File: src/rtl/wb_register_file.sv
`default_nettype none
// ============================================================================
// Module   : wb_register_file
// Brief    : Write-back stage and 32-entry architectural register file.
//            Selects the write-back value from MEM/WB, commits it on the
//            rising edge, serves two combinational read ports with
//            write-to-read bypass, and keeps a retired-write counter and a
//            last-write trace for debug.
// Revision : 1.0 - initial release
// ============================================================================
module wb_register_file #(
  parameter int DATA_WIDTH = 32,
  parameter int ADDR_WIDTH = 5
) (
  input  logic                  clock,
  input  logic                  reset,          // asynchronous, active-low
  input  logic                  mem_to_reg_in,
  input  logic                  reg_write_in,
  input  logic [DATA_WIDTH-1:0] read_data_in,
  input  logic [DATA_WIDTH-1:0] alu_result_in,
  input  logic [ADDR_WIDTH-1:0] reg_rd_in,
  input  logic [ADDR_WIDTH-1:0] rs1_addr,
  input  logic [ADDR_WIDTH-1:0] rs2_addr,
  output logic [DATA_WIDTH-1:0] rs1_data,
  output logic [DATA_WIDTH-1:0] rs2_data,
  output logic [DATA_WIDTH-1:0] wb_data_out,
  output logic [31:0]           write_count,
  output logic [ADDR_WIDTH-1:0] last_wr_addr,
  output logic [DATA_WIDTH-1:0] last_wr_data
);

  localparam int c_DEPTH = 2 ** ADDR_WIDTH;

  logic [DATA_WIDTH-1:0] r_regs [c_DEPTH];
  logic [31:0]           r_write_count;
  logic [ADDR_WIDTH-1:0] r_last_wr_addr;
  logic [DATA_WIDTH-1:0] r_last_wr_data;

  logic [DATA_WIDTH-1:0] w_wb_data;
  logic                  w_commit;
  logic                  w_bypass_en;

  // Write-back value select; valid whether or not a write is enabled.
  always_comb begin
    w_wb_data = mem_to_reg_in ? read_data_in : alu_result_in;
  end

  // Commit qualifies the write; bypass is additionally suppressed during
  // reset so the read ports return zero while reset is held.
  always_comb begin
    w_commit    = reg_write_in && (reg_rd_in != '0);
    w_bypass_en = w_commit && reset;
  end

  // Storage, retired-write counter and last-write trace.
  always_ff @(posedge clock or negedge reset) begin
    if (!reset) begin
      for (int i = 0; i < c_DEPTH; i++) begin
        r_regs[i] <= '0;
      end
      r_write_count  <= '0;
      r_last_wr_addr <= '0;
      r_last_wr_data <= '0;
    end else if (w_commit) begin
      r_regs[reg_rd_in] <= w_wb_data;
      r_write_count     <= r_write_count + 32'd1;
      r_last_wr_addr    <= reg_rd_in;
      r_last_wr_data    <= w_wb_data;
    end
  end

  // Read port 1: x0 hardwired to zero, then bypass, then storage.
  always_comb begin
    rs1_data = r_regs[rs1_addr];
    if (rs1_addr == '0) begin
      rs1_data = '0;
    end else if (w_bypass_en && (rs1_addr == reg_rd_in)) begin
      rs1_data = w_wb_data;
    end
  end

  // Read port 2: resolved independently of port 1.
  always_comb begin
    rs2_data = r_regs[rs2_addr];
    if (rs2_addr == '0) begin
      rs2_data = '0;
    end else if (w_bypass_en && (rs2_addr == reg_rd_in)) begin
      rs2_data = w_wb_data;
    end
  end

  // Output wiring.
  always_comb begin
    wb_data_out  = w_wb_data;
    write_count  = r_write_count;
    last_wr_addr = r_last_wr_addr;
    last_wr_data = r_last_wr_data;
  end

endmodule
`default_nettype wire

File: config.mk
export PLATFORM = sky130hd
export DESIGN_NAME = wb_register_file
export DESIGN_NICKNAME = d
export VERILOG_FILES = /design/src/rtl/wb_register_file.sv
export SDC_FILE = /design/constraint.sdc
export NUM_CORES = 2
export LEC_CHECK = 0
export ABC_AREA = 1
export CAP_MARGIN = 20
export CORE_AREA = 2 2 398 400
export CTS_BUF_LIST = sky130_fd_sc_hd__clkbuf_8
export DETAILED_ROUTE_END_ITERATION = 6
export DIE_AREA = 0 0 400 402
export GPL_ROUTABILITY_DRIVEN = 1
export HOLD_SLACK_MARGIN = 0.12
export PLACE_DENSITY = 0.63
export SYNTH_ARGS = -nofsm -noshare
export SYNTH_HDL_FRONTEND = slang
export SYNTH_SLANG_ARGS = --single-unit
File: constraint.sdc
create_clock -name clock -period 2 [get_ports clock]
set_input_delay 0.2 -clock clock [delete_from_list [all_inputs] [get_ports clock]]
set_output_delay 0.2 -clock clock [all_outputs]
set_load 0.01 [all_outputs]
### After elaboration in Yosys (flattened, before gate mapping)

Cells that the tools add are included.
Widths: inputs -> output; s select.

| word-level totals | value |
|---|---|
| register bits | 1093 |
| bits of input ports | 83 |
| output and inout port bits | 165 |
| logic and storage cells | 67 |

| operators by class | value |
|---|---|
| add/sub/neg operators | 1 |
| order comparisons | 4 |
| eq/ne operators | 2 |
| muxes and demuxes | 14 |
| bitwise gates (word level) | 3 |
| reductions and logical operators | 8 |

Operators with widths:

| kind | count |
|---|---|
| $bwmux 1024 | 1 |
| $bmux 32 s5 | 2 |
| $mux 32 | 10 |
| $demux 32 s5 | 1 |
| $add 32x1->32 const B | 1 |
| $ge 6x6->1 const B | 3 |
| $not 5->6 | 3 |
| $eq 5x5->1 | 2 |
| $logic_not 5->1 | 2 |
| $lt 6x1->1 const B | 1 |
| $logic_and 1x1->1 | 5 |
| $reduce_bool 5->1 | 1 |

### Longest topological paths before layout

| depth | value |
|---|---|
| depth in word-level cells | 6 |
| depth in mapped cells | 13 |
| mapped depth without buffers | 10 |

### Worst setup path after synthesis

No wires, ideal clock.

| path | value |
|---|---|
| kind | input port to output port |
| start point | input port rs2_addr[3] |
| end point | output port rs2_data[30] |
| data arrival time | 1.377 ns |
| data required time | 1.800 ns |
| setup slack | 0.423 ns |
| cell stages on the path | 6 |
| buffers on the path | 2 |
| path through | clkbuf_1 clkinv_1 nand4_1 clkbuf_1 nand2_1 a21oi_1 |

| between the ends | value |
|---|---|
| word-level cells in the longest chain between the ends | 6 |
| elaborated cells on any way between the ends | 9 |
| classes of those cells | eq/ne (1); mux (5); bitwise (1); reduce/logical (2) |

Ends and longest elaborated chain:

| what | line | RTL |
|---|---|---|
| start: declaration | 23 | `input logic [ADDR_WIDTH-1:0] rs2_addr,` |
| $not 5->6 (implied by the code) | 84 | `rs2_data = r_regs[rs2_addr];` |
| $bmux 32 s5 | 84 |  |
| $mux 32 (implied by the code) (2 in series) | 84 |  |
| $mux 32 | 87 | `end else if (w_bypass_en && (rs2_addr == reg_rd_in)) begin` |
| $mux 32 * | 85 | `if (rs2_addr == '0) begin` |
| end: declaration | 25 | `output logic [DATA_WIDTH-1:0] rs2_data,` |

Every way passes the cells marked *; elsewhere a longest branch is shown, timed or not. The select of a mux whose other input is x is not followed.

### Worst setup path after layout

| path | value |
|---|---|
| start point | register r_regs[389] in the netlist's numbering |
| end point | output port rs1_data[5] |

| between the ends | value |
|---|---|
| word-level cells in the longest chain between the ends | 5 |

Ends and longest elaborated chain:

| what | line | RTL |
|---|---|---|
| start: declaration | 34 | `logic [DATA_WIDTH-1:0] r_regs [c_DEPTH];` |
| start signal: indexed assignment | 65 | `r_regs[reg_rd_in] <= w_wb_data;` |
| $bmux 32 s5 | 74 | `rs1_data = r_regs[rs1_addr];` |
| $mux 32 (implied by the code) (2 in series) | 74 |  |
| $mux 32 | 77 | `end else if (w_bypass_en && (rs1_addr == reg_rd_in)) begin` |
| $mux 32 | 75 | `if (rs1_addr == '0) begin` |
| end: declaration | 24 | `output logic [DATA_WIDTH-1:0] rs1_data,` |

No other way between the ends. The select of a mux whose other input is x is not followed.

==> metrics <==
outcome complete, but fails checks; failing checks design-rule violations, negative setup slack; Synthesis Warnings 0; Starting Density 0.395; Peak VDD IR approximately 550 µV; Max Root-Sink Buffers 3; top cell family by delay on the critical path simple AND/OR/NAND/NOR gates; Syn Area/Cell around 7 µm²; clock-pin slew on the worst setup and hold paths about 0.07 ns; Slew Viols, Final 0; Synth top cells by count nand2_1 (2054), o21ai_0 (1226), dfrtp_1 (1093), a21oi_1 (976), inv_1 (899); async set-reset flop share out of synthesis 1.00; crit-path max FO 3; final hold viol count 0; share of layout cells above drive strength 1 0.214; Synth area leader dfrtp_1; Critical Path, Cell by Cell a21oi_1 > o21ai_0 > nand3_1 > nand3_2 > nand2_4 > nand3_4 > nand2_2 > inv_2 > buf_6; leakage power figure roughly 37 nW; WL per Instance 23.3 µm; final setup fails between 60 and 70; most common cell in the netlist nand2_1; DIE HEIGHT approximately 400 µm; gr ovfl total 0; Root Driver clkbuf_8; Sink Count 1093; pin count of the biggest net entering global routing roughly 170; H-tree depth 4; Mapped Area approximately 62000 µm²; top post-synthesis cells by area dfrtp_1 (44%), nand2_1 (12%), o21ai_0 (9.9%), a21oi_1 (7.9%), nand3_1 (7.2%); EDFF count, synth 0; Distinct cells, synth 32; GRT Util Overall 0.327; Hold Slack 0.0615 ns; nets@finish around 9400; CP Buf/Inv Count 2; Vias/cell about 5.7; critical path data arrival time around 2.3 ns; drt pass-1 iters 7; fin crit share 1.27; max incr delay on CP just under 0.4 ns; Worst-Margin Slew approximately 1 ns; Relative slew margins 0.321; row count between 100 and 150; vias in the first global route between 60000 and 70000; dpl hpwl approximately 180000 µm; first-pass GRT wire length a little under 400000 µm; die area ~160000 µm²; sequential share of the synthesized area 0.440; syn nets ~8900; setup ws final -0.535 ns; total power a little over 0.07 W; PD cells 894 nW/µm²; Yosys reg bits about 1100; final core occ 0.509; crit path launch type flop; crit path kind reg2out; antenna-violating nets left 0; Fin Clk Skew roughly 0.012 ns; register area 27400 µm²; RSZ-0062 raised after global routing yes; core area between 150000 and 200000 µm²; Synth top area share 0.440; Die Wd ~400 µm; drt first-iter violations roughly 8000; Ports 248; worst-skew pair later-pin latency about 0.97 ns; CP endpoint kind primary output; antenna violations before repair 12; CTS tree done; DRC 2; ys flop type dfrtp_1; Peak Freq about 400 MHz; Fill cells between 10000 and 15000; vias 66000; Worst Path Required roughly 1.8 ns; Area growth syn-to-layout 28.8%; Slowest-stage cell, CP dfrtp_1; Hold Path Class in2reg; Max Cap Viol 0; area of the multi-input gates about 31000 µm²; Mapped Cells 8836; minimum clock period after layout around 2.5 ns; number of I/O port buffers approximately 250; R2R setup slack around 0.28 ns; GP Congestion approximately 0.95; CTS Buf Count 195; final WL about 270000 µm
[kinds of logic after synthesis]
logic type,after synthesis,share of synthesized area
compound gates,2496,0.207
xor+xnor,39,0.00550
fa+ha+maj,1,0.000201
buf+inv,1703,0.112
flops,1093,0.440
simple gates,3504,0.235
[metal layers]
layer  up-vias  part of all wire  global-route usage
met4         6             0.062               0.182
met2      3971              0.42               0.474
li1      29800                 -                   -
met1     31400              0.39               0.438
met3       910              0.12              0.0926
met5         -           0.00014                   0
[report_power, final]
part / total, W / internal [W] / switching (W)
combinational: 0.0197 / 0.00780 / 0.0119
clock: 0.0219 / 0.0116 / 0.0102
sequential: 0.0300 / 0.0270 / 0.00294
[path summary, 6_finish.rpt]
path | startpoint | endpoint | cells past startpoint
max | r_regs[389] | rs1_data[5] | 9
min | mem_to_reg_in | r_regs[624] | 7
max reg2reg | write_count[3] | write_count[23] | 8
min reg2reg | r_regs[1013] | r_regs[1013] | 0
max in group asynchronous | reset | r_regs[309] | 6
min in group asynchronous | reset | r_regs[68] | 4
[state kept, by name, indices dropped and copies added, names as in the netlist]
signal	cells
last_wr_addr	5
write_count	32
last_wr_data	32
r_regs	1024
[worst reg2reg max path, cell delays in order, from the launching register on]
cell	delay, ns
dfrtp_1	0.43
nand2_1	0.10
inv_1	0.10
nand3_1	0.07
nor3_1	0.29
nand2_1	0.15
nor2_1	0.22
nand2_1	0.10
xnor2_1	0.13
[through the flow]
stage	std cells	setup TNS (ns)	worst slack, ns	area (µm²)
4_1_cts	11500	-46.40	-0.578	78400
3_5_place_dp	11100	-211.57	-0.996	72300
5_1_grt	11600	-35.18	-0.644	80000
6_report	11600	-29.15	-0.535	80000
2_1_floorplan	8836	0	0.423	62100
3_3_place_gp	11100	-167.52	-0.941	72300
[area by class of cell]
class / count / area share
antenna: 5 / 0.000156
tap: 2072 / 0.0324
clock inverter: 101 / 0.00749
clock buffer: 248 / 0.0427
sequential: 1093 / 0.342
timing repair buffer: 1080 / 0.148
inverter: 933 / 0.0442
multi-input combinational: 6040 / 0.383
[layout by cell type, fill, tap and decap left out, types with 9 or more instances in the layout]
cell type        instances
a21oi_1                786
a21oi_2                181
a21oi_4                  9
buf_12                 240
buf_2                   44
buf_4                  532
buf_6                   60
clkbuf_8               248
clkdlybuf4s50_1         80
clkinv_2                20
dfrtp_1               1077
dfrtp_2                 16
dlygate4sd2_1           72
dlygate4sd3_1           31
inv_1                  841
inv_2                  143
nand2_1               1883
nand2_2                119
nand2_4                 54
nand3_1                702
nand3_2                179
nand3_4                 11
nor2_1                 439
nor2_2                  52
nor2_4                  39
nor3_1                  10
o211ai_1               128
o21ai_0                935
o21ai_1                414
o21ai_2                 41
xnor2_1                 17
xor2_1                  22
[repair_timing]
action,CTS,global route
resized for setup,1058,472
cloned,0,3
setup buffers,48,36
endpoints found under the setup margin,147,629
hold buffers,24,8
hold endpoints to repair,1072,9
pin swaps,458,371
(Power assumes the default switching activity.)
